## config.mk

```make
export PLATFORM = sky130hd
export DESIGN_NAME = uart_tx_frame
export DESIGN_NICKNAME = d
export VERILOG_FILES = /design/src/rtl/uart_tx_frame.sv
export SDC_FILE = /design/constraint.sdc
export NUM_CORES = 1
export LEC_CHECK = 0
export ABC_AREA = 1
export CAP_MARGIN = 20
export CORE_ASPECT_RATIO = 0.6
export CORE_MARGIN = 4
export CORE_UTILIZATION = 35
export CTS_BUF_LIST = sky130_fd_sc_hd__clkbuf_4
export CTS_CLUSTER_SIZE = 28
export DETAILED_ROUTE_END_ITERATION = 16
export PLACE_DENSITY = 0.62
export SLEW_MARGIN = 20
export SYNTH_ARGS = -nofsm -noshare
export SYNTH_HDL_FRONTEND = slang
export SYNTH_SLANG_ARGS = --single-unit
```

## constraint.sdc

```tcl
create_clock -name CLKIN -period 1.4 [get_ports CLKIN]
set_clock_uncertainty 0.2 [all_clocks]
set_input_delay 0.21 -clock CLKIN [delete_from_list [all_inputs] [get_ports CLKIN]]
set_output_delay 0.21 -clock CLKIN [all_outputs]
set_load 0.01 [all_outputs]
```

## src/rtl/uart_tx_frame.sv

```systemverilog
// uart_tx_frame: parametrised UART transmitter.
// Serialises one DATA_BITS word per frame: start bit (0), LSB-first data,
// optional parity bit, then STOP_BITS stop bits (1). Every bit is held for
// BAUD_DIV clock cycles.
//
// Ports:
//   CLKIN  - single clock, all logic on the rising edge
//   RESET  - synchronous active-high reset, has priority over valid
//   data   - word to send, sampled only on the accept edge
//   valid  - client offers a word on data
//   ready  - transmitter can accept (high only in idle)
//   out    - serial line, idles high (mark)
//   busy   - frame in progress (any state except idle)
module uart_tx_frame #(
    parameter int unsigned DATA_BITS = 8,
    parameter int unsigned BAUD_DIV  = 414,
    parameter int unsigned PARITY    = 0,
    parameter int unsigned STOP_BITS = 1
) (
    input  logic                 CLKIN,
    input  logic                 RESET,
    input  logic [DATA_BITS-1:0] data,
    input  logic                 valid,
    output logic                 ready,
    output logic                 out,
    output logic                 busy
);

    if (BAUD_DIV < 2) begin : gen_bad_baud
        $fatal(1, "uart_tx_frame: BAUD_DIV must be >= 2");
    end
    if (STOP_BITS < 1 || STOP_BITS > 2) begin : gen_bad_stop
        $fatal(1, "uart_tx_frame: STOP_BITS must be 1 or 2");
    end
    if (PARITY > 2) begin : gen_bad_parity
        $fatal(1, "uart_tx_frame: PARITY must be 0, 1 or 2");
    end
    if (DATA_BITS < 5 || DATA_BITS > 9) begin : gen_bad_data
        $fatal(1, "uart_tx_frame: DATA_BITS must be in 5..9");
    end

    localparam int unsigned BW = (BAUD_DIV > 1) ? $clog2(BAUD_DIV) : 1;
    localparam int unsigned CW = $clog2(DATA_BITS + 1);
    localparam logic [BW-1:0] BAUD_LAST = BW'(BAUD_DIV - 1);
    localparam logic [CW-1:0] DATA_LAST = CW'(DATA_BITS - 1);
    localparam logic [CW-1:0] STOP_LAST = CW'(STOP_BITS - 1);
    localparam logic          ODD_PAR   = (PARITY == 2);

    typedef enum logic [2:0] {
        StIdle,
        StStart,
        StData,
        StParity,
        StStop
    } state_t;

    state_t                 state_q, state_d;
    logic [BW-1:0]          baud_q, baud_d;
    logic [CW-1:0]          bit_q, bit_d;
    logic [DATA_BITS-1:0]   shift_q, shift_d;
    logic                   par_q, par_d;
    logic                   bit_end;

    always_comb begin
        state_d = state_q;
        baud_d  = baud_q;
        bit_d   = bit_q;
        shift_d = shift_q;
        par_d   = par_q;
        ready   = 1'b0;
        busy    = 1'b1;
        out     = 1'b1;
        bit_end = (baud_q == BAUD_LAST);

        // One shared baud counter paces every bit of every state.
        if (state_q != StIdle) begin
            baud_d = bit_end ? '0 : baud_q + 1'b1;
        end

        case (state_q)
            StIdle: begin
                ready  = 1'b1;
                busy   = 1'b0;
                baud_d = '0;
                bit_d  = '0;
                if (valid) begin
                    shift_d = data;
                    par_d   = (^data) ^ ODD_PAR;
                    state_d = StStart;
                end
            end
            StStart: begin
                out = 1'b0;
                if (bit_end) begin
                    state_d = StData;
                    bit_d   = '0;
                end
            end
            StData: begin
                out = shift_q[0];
                if (bit_end) begin
                    shift_d = shift_q >> 1;
                    if (bit_q == DATA_LAST) begin
                        bit_d   = '0;
                        state_d = (PARITY != 0) ? StParity : StStop;
                    end else begin
                        bit_d = bit_q + 1'b1;
                    end
                end
            end
            StParity: begin
                out = par_q;
                if (bit_end) begin
                    state_d = StStop;
                    bit_d   = '0;
                end
            end
            StStop: begin
                // bit_q counts stop periods here.
                if (bit_end) begin
                    if (bit_q == STOP_LAST) begin
                        bit_d   = '0;
                        state_d = StIdle;
                    end else begin
                        bit_d = bit_q + 1'b1;
                    end
                end
            end
            default: begin
                state_d = StIdle;
            end
        endcase
    end

    always_ff @(posedge CLKIN) begin
        if (RESET) begin
            state_q <= StIdle;
            baud_q  <= '0;
            bit_q   <= '0;
            shift_q <= '0;
            par_q   <= 1'b0;
        end else begin
            state_q <= state_d;
            baud_q  <= baud_d;
            bit_q   <= bit_d;
            shift_q <= shift_d;
            par_q   <= par_d;
        end
    end

endmodule
```

==> out/qor.yml <==
clock_network:
  path_clk_slew_ps: 170
  cts_hold_buf: 0
  insertion_delay_ps: 350
  cts_buffer_depth: 2
  cts_tree: "done"
  cts_buffers: 3
  htreeDepth: 1
  root_buffer: "clkbuf_4"
  clkSinkCount: 25
timing:
  fmax_ghz: 0.586
  final.min_clock_period_ps: 1710
  relSlewSlack: 0.837
  rsz0062_at_grt: "true"
  setup_slack_ps: -307
  min_period_over_period: 1.22
  setup_viol: 28
  worst_slew_pin_slew_ps: 242
  finalHoldViolations: 0
  tns_ps: -3910
  finalMaxSlewViolations: 0
finish:
  final_util: 0.592
  finish.net_count: 304
  diodes: 0
  mostFrequentLayoutCells: "nand2_1 (42), buf_4 (36), nor2_1 (26)"
  fill_cells: 373
  drive_above_1_share: 0.420
  final_common_cell: "nand2_1"
  syn_to_final_growth_pct: 60.9
synth:
  synth_top_family_by_area: "simple AND/OR/NAND/NOR gates"
  synth.area.top_cells: "dfxtp_1 (33%), nand2_1 (12%), nor2_1 (7.4%), inv_1 (6.9%), nand3_1 (4.9%)"
  synth_top_area_cell: "dfxtp_1"
  synthMuxAreaShare: 0
  ys_seq_area_frac: 0.328
  syn_inst: 224
  yosysTopAreaCellShare: 0.328
  synthSimpleGateAreaFrac: 0.354
  netlist_area_um2: 1530
  ys_types: 28
  synthAdderAreaFrac: 0.0328
  avgSynthCellArea_um2: 6.81
  synth-seq-cells: 25
  yosysWarnings: 0
  synth_compound_area_frac: 0.118
  synth_xor_area_frac: 0.0632
  synth_nets: 239
setup_path:
  critPathKind: "reg -> out"
  critPathMaxFanout: 4
  critical_path_arrival_ps: 1300
  cp-end-kind: "output port"
  startpoint_type: "flip-flop"
  required_ps: 990
  ff2ff_path_depth: 8
pwr:
  power.density_nw_per_um2: 1810
  ir_worst_vdd_mv: 0.718
  leakagePower_nw: 1.07
routing:
  met2_length_um: 1700
  routed_wl_um: 3960
  met3WireLength_um: 100
  viasPerCell: 4.53
  vias: 1575
  antenna_left: 0
  wl_per_cell_um: 11.4
  first_pass_iters: 4
  top_layer: "met4"
  drc: 0
  wl_met1_um: 2130
  dr.first_iter.drc_count: 52
floorplanning:
  core_um2: 4140
  fp.dieW_um: 93.2
  dieArea_um2: 5510
  die_y_um: 59.1
  ioPinCount: 14
  initial_core_util: 0.368
  rows: 18
place:
  io_buffer_count: 13
  gp_congestion: 0.889
  dp_hpwl_um: 2790
outcome:
  violations: "setup timing"
  status: "complete, but fails checks"
global_routing:
  grt_start_max_net_pins: 17
  antenna_found_initial: 0
  grt_overflow: 0
  track_usage: 0.153
  grt_pass1_wl_um: 6650
  grt_pass1_vias: 1474
hold_path:
  holdPathStages: 1
  hold_class: "reg -> reg"
job:
  drv_cap: 0
-- state kept, by name, indices dropped and copies added (netlist names) --
register  cells
baud_q        9
par_q         1
shift_q       8
state_q       3
bit_q         4
-- per-layer routing --
metal  track usage  vias to the layer above
met2         0.230                       12
met3        0.0381                        5
met1         0.224                      713
li1              -                      845
met4        0.0251                        0
met5             0                        -
-- cell usage after synthesis (all sizes together) --
master and number:
a22oi 2, nor2 34, inv 33, dfxtp 25, nand4 4, nand2 55
buf 4, o31ai 1, o21ai 13, xor2 6, o21a 2, xnor2 5
nor3 5, a21oi 14, nand3 17, ha 4
-- through the flow --
| step | std cells | hold WS (ps) | cell area, µm² | total power, mW | setup slack, ps |
|---|---|---|---|---|---|
| final | 348 | 264 | 2450 | 4.44 | -307 |
| after global routing | 348 | 287 | 2450 | 4.82 | -393 |
| after CTS | 346 | 266 | 2370 | 4.31 | -306 |
| after detailed placement | 337 | 262 | 2100 | 3.27 | -407 |
| after global placement | 337 | 251 | 2100 | 3.25 | -391 |
| after floorplan | 224 | 72.4 | 1570 | 2.38 | -23.1 |
-- worst max-delay path: stages, from the launching register on --
cell and delay (ps):
dfxtp_4 400, inv_2 50, nor3_4 180, a22oi_2 60, o21ai_1 80, buf_2 160
-- where the power goes --
part           switching [mW]  total (mW)  leakage (nW)  internal [mW]
combinational            1.58        3.01         0.847           1.43
sequential              0.152        1.07         0.208          0.923
clock                   0.251       0.361        0.0139          0.110
total                    1.98        4.44          1.07           2.46
-- layout make-up --
cell class | instances | area [µm²] | area share
clock buffer | 3 | 22.5 | 0.00918
clock inverter | 1 | 7.51 | 0.00306
inverter | 33 | 134 | 0.0546
multi-input combinational | 162 | 1090 | 0.444
sequential | 25 | 519 | 0.212
tap | 60 | 75.1 | 0.0306
timing repair buffer | 64 | 607 | 0.247
-- cell families (layout without fill, tap and decap cells) --
logic type,count (synthesis),in the layout
XOR/XNOR,11,11
adder cells (fa/ha/maj),4,4
AO/OA/AOI/OAI,32,32
flip-flops,25,25
AND/OR/NAND/NOR,115,115
buffers and inverters,37,101
-- path summary, 6_finish.rpt --
path	startpoint	slack, ps	to
setup / recovery	state_q[1]	-310	out
hold / removal	baud_q[0]	260	baud_q[0]
setup reg to reg	state_q[2]	-210	shift_q[2]
hold reg to reg	baud_q[0]	260	baud_q[0]
-- what timing repair did --
item | CTS | global route
endpoints found under the setup margin | 28 | 28
buffers inserted | 5 | 5
pin swaps | 17 | 9
cloned | 0 | 1
gates resized for setup | 70 | 17
endpoints found under the hold margin | 0 | 0
(Power assumes the default switching activity.)
